==> src/rtl/rng_gauss_clt_if.sv <==
// Valid/ready handshake bundle for rng_gauss_clt: uniform samples in, centred CLT sums out.
interface rng_gauss_clt_if #(
  parameter int unsigned IN_W   = 8,
  parameter int unsigned N_LOG2 = 2
);
  localparam int unsigned OUT_W = IN_W + N_LOG2;

  logic [IN_W-1:0]  rand_in;
  logic             rand_valid;
  logic             rand_ready;
  logic [OUT_W-1:0] gauss_out;
  logic             gauss_valid;
  logic             gauss_ready;

  // Upstream RNG plus downstream latent sampler, as seen from outside the block
  modport master (
    output rand_in, rand_valid, gauss_ready,
    input  rand_ready, gauss_out, gauss_valid
  );

  // The CLT block itself
  modport slave (
    input  rand_in, rand_valid, gauss_ready,
    output rand_ready, gauss_out, gauss_valid
  );
endinterface

==> src/rtl/rng_gauss_clt.sv <==
// Central-limit Gaussian approximation: sums 2**N_LOG2 uniform samples and removes the mean.
// Optional RNG lock-up detector enabled with `define STUCK_DETECT_EN.
module rng_gauss_clt #(
  parameter int unsigned IN_W      = 8,
  parameter int unsigned N_LOG2    = 2,
  parameter int unsigned STUCK_LIM = 8
) (
  input  logic                clk,
  input  logic                rst,
  rng_gauss_clt_if.slave      bus,
  output logic                stuck_err
);

  localparam int unsigned OUT_W = IN_W + N_LOG2;
  localparam int unsigned N     = 1 << N_LOG2;
  // N*2**(IN_W-1) is exactly 2**(OUT_W-1), the MSB of the accumulator width
  localparam logic [OUT_W-1:0]  OFFSET   = {1'b1, {(OUT_W-1){1'b0}}};
  localparam logic [N_LOG2-1:0] CNT_LAST = N_LOG2'(N - 1);

  typedef enum logic {ACCUM = 1'b0, HOLD = 1'b1} state_t;

  state_t             state_q, state_d;
  logic [OUT_W-1:0]   acc_q, acc_d;
  logic [N_LOG2-1:0]  cnt_q, cnt_d;
  logic [OUT_W-1:0]   out_q, out_d;
  logic               valid_q, valid_d;
  logic               ready_q, ready_d;
  logic               accept_c;
  logic [OUT_W-1:0]   sum_c;

  assign accept_c = bus.rand_valid && ready_q;
  assign sum_c    = acc_q + OUT_W'(bus.rand_in);

  // State and datapath registers
  always_ff @(posedge clk) begin
    if (!rst) begin
      state_q <= ACCUM;
      acc_q   <= '0;
      cnt_q   <= '0;
      out_q   <= '0;
      valid_q <= 1'b0;
      ready_q <= 1'b0;
    end else begin
      state_q <= state_d;
      acc_q   <= acc_d;
      cnt_q   <= cnt_d;
      out_q   <= out_d;
      valid_q <= valid_d;
      ready_q <= ready_d;
    end
  end

  // Next-state and next-output logic
  always_comb begin
    state_d = state_q;
    acc_d   = acc_q;
    cnt_d   = cnt_q;
    out_d   = out_q;
    valid_d = valid_q;
    case (state_q)
      ACCUM: begin
        if (accept_c) begin
          if (cnt_q == CNT_LAST) begin
            out_d   = sum_c - OFFSET;
            valid_d = 1'b1;
            acc_d   = '0;
            cnt_d   = '0;
            state_d = HOLD;
          end else begin
            acc_d = sum_c;
            cnt_d = cnt_q + N_LOG2'(1);
          end
        end
      end
      HOLD: begin
        if (bus.gauss_ready) begin
          valid_d = 1'b0;
          state_d = ACCUM;
        end
      end
      default: state_d = ACCUM;
    endcase
    // Registered ready tracks the state entered on this edge
    ready_d = (state_d == ACCUM);
  end

  assign bus.rand_ready  = ready_q;
  assign bus.gauss_out   = out_q;
  assign bus.gauss_valid = valid_q;

`ifdef STUCK_DETECT_EN
  localparam int unsigned RUN_W = $clog2(STUCK_LIM + 1);

  logic [IN_W-1:0]  last_q;
  logic [RUN_W-1:0] run_q;
  logic [RUN_W-1:0] run_d;
  logic             seen_q;
  logic             stuck_q;

  // Run length of identical accepted samples, saturating at the limit
  always_comb begin
    run_d = RUN_W'(1);
    if (seen_q && (bus.rand_in == last_q)) begin
      if (run_q < RUN_W'(STUCK_LIM)) run_d = run_q + RUN_W'(1);
      else                           run_d = run_q;
    end
  end

  always_ff @(posedge clk) begin
    if (!rst) begin
      last_q  <= '0;
      run_q   <= '0;
      seen_q  <= 1'b0;
      stuck_q <= 1'b0;
    end else if (accept_c) begin
      last_q <= bus.rand_in;
      run_q  <= run_d;
      seen_q <= 1'b1;
      if (run_d == RUN_W'(STUCK_LIM)) stuck_q <= 1'b1;
    end
  end

  assign stuck_err = stuck_q;
`else
  assign stuck_err = 1'b0;
`endif

endmodule

==> src/flat_wrapper.sv <==
// flat-port wrapper written by rule: the top's interface ports become plain ports
module rng_gauss_clt_flat 
#(
  parameter int unsigned IN_W      = 8,
  parameter int unsigned N_LOG2    = 2,
  parameter int unsigned STUCK_LIM = 8
)
  (clk, rst, stuck_err, bus_rand_in, bus_rand_valid, bus_gauss_ready, bus_rand_ready, bus_gauss_out, bus_gauss_valid);
  rng_gauss_clt_if #(.IN_W(IN_W), .N_LOG2(N_LOG2)) bus_i ();
  input  logic clk;
  input  logic rst;
  output logic stuck_err;
  input wire logic [$bits(bus_i.rand_in)-1:0] bus_rand_in;
  input wire logic [$bits(bus_i.rand_valid)-1:0] bus_rand_valid;
  input wire logic [$bits(bus_i.gauss_ready)-1:0] bus_gauss_ready;
  output wire logic [$bits(bus_i.rand_ready)-1:0] bus_rand_ready;
  output wire logic [$bits(bus_i.gauss_out)-1:0] bus_gauss_out;
  output wire logic [$bits(bus_i.gauss_valid)-1:0] bus_gauss_valid;
  assign bus_i.rand_in = bus_rand_in;
  assign bus_i.rand_valid = bus_rand_valid;
  assign bus_i.gauss_ready = bus_gauss_ready;
  assign bus_rand_ready = bus_i.rand_ready;
  assign bus_gauss_out = bus_i.gauss_out;
  assign bus_gauss_valid = bus_i.gauss_valid;
  rng_gauss_clt #(.IN_W(IN_W), .N_LOG2(N_LOG2), .STUCK_LIM(STUCK_LIM)) u_core (.clk(clk), .rst(rst), .bus(bus_i), .stuck_err(stuck_err));
endmodule
==> config.mk <==
export PLATFORM = sky130hd
export DESIGN_NAME = rng_gauss_clt_flat
export DESIGN_NICKNAME = d
export VERILOG_FILES = /design/src/rtl/rng_gauss_clt_if.sv /design/src/rtl/rng_gauss_clt.sv /design/src/flat_wrapper.sv
export SDC_FILE = /design/constraint.sdc
export NUM_CORES = 1
export LEC_CHECK = 0
export CAP_MARGIN = 20
export CORE_MARGIN = 2
export CORE_UTILIZATION = 37
export DETAILED_ROUTE_END_ITERATION = 8
export PLACE_DENSITY_LB_ADDON = 0.1
export SETUP_SLACK_MARGIN = 0.2
export SLEW_MARGIN = 20
export SYNTH_ARGS = -nofsm -noshare
export SYNTH_HDL_FRONTEND = slang
export SYNTH_SLANG_ARGS = --single-unit
==> constraint.sdc <==
create_clock -name clk -period 6.15 [get_ports clk]
set_input_delay 1.23 -clock clk [delete_from_list [all_inputs] [get_ports clk]]
set_output_delay 1.23 -clock clk [all_outputs]
set_load 0.02 [all_outputs]
* Yosys cells after proc, flatten, opt, wreduce, memory -nomap -nowiden *
Cells that the tools add are included.
Widths: inputs -> output; s select.

operators by class
  mux-type cells = 10
  equality and inequality tests = 4
  $lt $le $gt $ge = 0
  multiply operators = 0
  bitwise logic cells = 2
  $add $sub $neg = 3
  reductions and logical operators = 4
  shift-type cells = 0
  div/mod/pow operators = 0

operators by type and width
  cell                    count
  $add 10x8->10           1
  $mux 10                 1
  $sub 10x10->10 const B  1
  $mux 1                  6
  $reduce_and 3->1        2
  $ne 2x1->1 const B      2
  $pmux 1 s2              2
  $add 2x1->2 const B     1
  $eq 2x2->1 const B      1
  $mux 2                  1
  $ne 2x2->1 const B      1
  $not 1->1               2
  $reduce_and 2->1        1
  $logic_and 1x1->1       1

word-level totals
  word-level logic and storage cells = 29
  input port bits = 12
  memories kept = 0
  latch bits = 0
  memory bits (writable) = 0
  flip-flop bits (word level) = 25
  bits in read-only memories = 0

* Depth between registers and ports, before layout *
  word-level depth = 5
  mapped depth = 6
  gate-level depth less buffers = 6

* Worst setup path before layout *
No wires, ideal clock.

  path type = input -> register
  start = in bus_rand_in[0]
  end = reg u_core.out_q[8] (netlist: u_core.bus.gauss_out[8])
  setup time = 0.095 ns
  slack = 3.375 ns
  arrival = 2.679 ns
  stages = 6
  cell sequence = ha_1 fa_1 nand3_1 a211oi_1 or4_1 o311ai_1

between the ends
  cells in the longest elaborated chain, start to end = 2

RTL lines
  what                    RTL line             text
  start: declaration      flat_wrapper.sv:13   input wire logic [$bits(bus_i.rand_in)-1:0] bus_rand_in;
  $add 10x8->10           rng_gauss_clt.sv:32  assign sum_c = acc_q + OUT_W'(bus.rand_in);
  $sub 10x10->10          rng_gauss_clt.sv:64  out_d = sum_c - OFFSET;
  end signal: assignment  rng_gauss_clt.sv:47  out_q <= out_d;
  end: declaration        rng_gauss_clt.sv:25  logic [OUT_W-1:0] out_q, out_d;

Every way passes these cells.
A chain may end at the register's enable or synchronous reset.

==> impl_metrics.tcl <==
set metrics [dict create \
    drtIter0Drc 61 \
    synthArstFlopShare_pct 0 \
    final_cell_mix "dfxtp_1 (25), clkdlybuf4s50_1 (23), a21oi_1 (16)" \
    slowest_delay_ns 0.90 \
    hold_slack_ns 0.464 \
    place_congestion 0.776 \
    synthSimpleGateAreaFrac_pct 24.6 \
    syn-cell-area_mm2 0.00145 \
    cts_num_sinks 25 \
    relSlewSlack_pct 54.9 \
    core_area_mm2 0.00372 \
    dpl.hpwl_mm 2.30 \
    slew_viol_final 0 \
    diodes 0 \
    yosysTopAreaCell "dfxtp_1" \
    sequentialPowerShare_pct 51.5 \
    num_rows 22 \
    setup.worst_path.start "rst" \
    cts_resized 0 \
    grt_max_degree 25 \
    worstSetupPathType "in -> reg" \
    run_status "completed" \
    fmax_mhz 285 \
    dr.pass1.iters 4 \
    skew_ns 0.00455 \
    ys_top_cells_by_area "dfxtp_1 (34%), ha_1 (7.7%), a21oi_1 (5.5%), nand3_1 (3.4%), nand2_1 (3.4%)" \
    p_int_mw 0.242 \
    final_common_cell "dfxtp_1" \
    viasPerCell 5.74 \
    grtUsageTotal_pct 16.4 \
    synth-edff-count 0 \
    end_kind "flip-flop" \
    antenna_found_initial 0 \
    path_max_fanout 20 \
    regArea_um2 500 \
    drive_gt1_share_pct 6.70 \
    worst_pin_slew_ns 0.675 \
    netlist_instances 164 \
    period_minus_slack_ns 3.51 \
    die-area_mm2 0.00445 \
    synth_nets 186 \
    pwr-share-clk_pct 29.1 \
    critPathArrivalTime_ns 3.69 \
    fin_setup_tns_ns 0 \
    htreeDepth 1 \
    post-route-drc-count 0 \
    setup_viol 0 \
    ys_warn_count 0 \
    die_x_um 66.7 \
    cts-root-buf "clkbuf_8" \
    post_drt_wl_per_cell_um 14.5 \
    grt-ovfl-total 0 \
    hold_viol_final 0 \
    syn2layout_area_growth_pct 18.7 \
    insertion_delay_ns 0.26 \
    power.density_mw_per_mm2 194 \
    cp_slowest_cell "clkdlybuf4s50_1" \
    antenna_left 0 \
    synthAdderAreaFrac_pct 9.12 \
    synth_top_area_share_pct 34.4 \
    muxShareOfSynthArea_pct 0.688 \
    io_pins 25 \
    first_global_vias 1249 \
    grt_pass1_wl_mm 5.67 \
    start_util_pct 39.1 \
    p_leak_nw 0.629 \
    p_sw_mw 0.0921 \
    synth_compound_area_share_pct 24.4 \
    drv_cap 0 \
    numCtsBuffers 3 \
    cts_tree "done" \
    multi_input_area_um2 886 \
    pwr-share-comb_pct 19.4 \
    clk_pin_slew_ns 0.09 \
    die_y_um 66.7 \
    fill_cells 373 \
    synth-xor-area-share_pct 1.81 \
    synth_flop_cell "dfxtp_1" \
    wirelength_mm 3.30 \
    ir_worst_vdd_uv 102 \
    synth_top_family_by_area "simple AND/OR/NAND/NOR gates" \
    cp-start-kind "primary input" \
    postCtsSetupRepairBufs 0 \
    worstReg2RegStart "u_core.cnt_q[0]" \
    netSwitchingFraction_pct 27.5 \
    layout.nets 202 \
    rsz0062_at_grt "no" \
    crit_chain "clkdlybuf4s50_1 > inv_1 > or4b_1 > a311o_1 > o311ai_1" \
    timing.final.crit_share_pct 57.1 \
    vias 1303 \
    clockBufferDepth 2 \
    worstPathRequired_ns 6.33 \
    avgSynthCellArea_um2 8.87 \
    port_buffers 23 \
    r2r_slack_ns 3.77 \
    worstHoldStart "u_core.acc_q[4]" \
    hold_buffers 0 \
    ys_seq_elements 25 \
    synth_cell_types 49 \
    hold_class "reg -> reg" \
    yosysSeqAreaShare_pct 34.4 \
]
## routing by layer
| layer | vias to the layer above | routed length (µm) | GRT usage (%) |
|---|---|---|---|
| met5 | - | 0 | 0 |
| met4 | 0 | 34 | 5.36 |
| met3 | 4 | 127 | 3.04 |
| met2 | 24 | 1540 | 27.6 |
| met1 | 622 | 1600 | 21.1 |
| li1 | 653 | - | - |
## flip-flops by register name, indices dropped and copies added (netlist names)
register	count
u_core.state_q	1
u_core.bus.gauss_out	10
u_core.bus.gauss_valid	1
u_core.bus.rand_ready	1
u_core.acc_q	10
u_core.cnt_q	2
## worst paths after layout
path / to / depth (start not counted)
min reg2reg: u_core.acc_q[4] / 2
max: u_core.acc_q[7] / 5
min: u_core.acc_q[4] / 2
max reg2reg: u_core.bus.gauss_out[8] / 4
## final cells by class
class,instances,area share (%)
sequential,25,29.0
clock buffer,4,2.61
inverter,1,0.218
tap,48,3.48
multi-input combinational,126,51.3
timing repair buffer,23,13.3
## Yosys cell counts (all sizes together) (3+ instances only)
cell	instances
buf	3
o311ai	3
nand2	13
nor2	10
ha	9
nand3	10
or4	5
nor3	4
a21oi	17
nor3b	3
a21o	3
a211oi	4
o21ai	6
or3	4
clkbuf	9
nand2b	3
dfxtp	25
o211ai	5
## logic make-up (layout without fill, tap and decap cells)
kind of cell,Yosys count,in the layout
mux,1,1
compound gates,49,49
buf+inv,13,28
xor+xnor,3,3
flops,25,25
other cells,1,1
simple gates,62,62
fa+ha+maj,10,10
## metrics by stage
step | cells | util, % | instance area, µm² | worst slack, ns | power (mW)
global placement | 223 | 45.2 | 1680 | 2.49 | 0.238
global route | 227 | 46.4 | 1730 | 2.55 | 0.353
detailed placement | 223 | 45.2 | 1680 | 2.41 | 0.240
CTS | 227 | 46.4 | 1730 | 2.69 | 0.336
finish | 227 | 46.4 | 1730 | 2.64 | 0.334
floorplan | 164 | - | 1450 | 3.38 | 0.225
## critical path: cells and delay by family
family	cells	cell delay, ns
buffers and inverters	2	1.40
and+or+nand+nor	1	0.63
AOI/OAI and AO/OA	2	0.42
## power groups by stage
stage               registers [mW]  clock network (mW)  logic [mW]
finish                       0.172              0.0974      0.0647
global placement             0.176                   0      0.0627
CTS                          0.172              0.0992      0.0644
detailed placement           0.176                   0      0.0640
global route                 0.173               0.108      0.0727
floorplan                    0.175                   0      0.0495
Note: power is estimated with default switching activity, not from simulation.
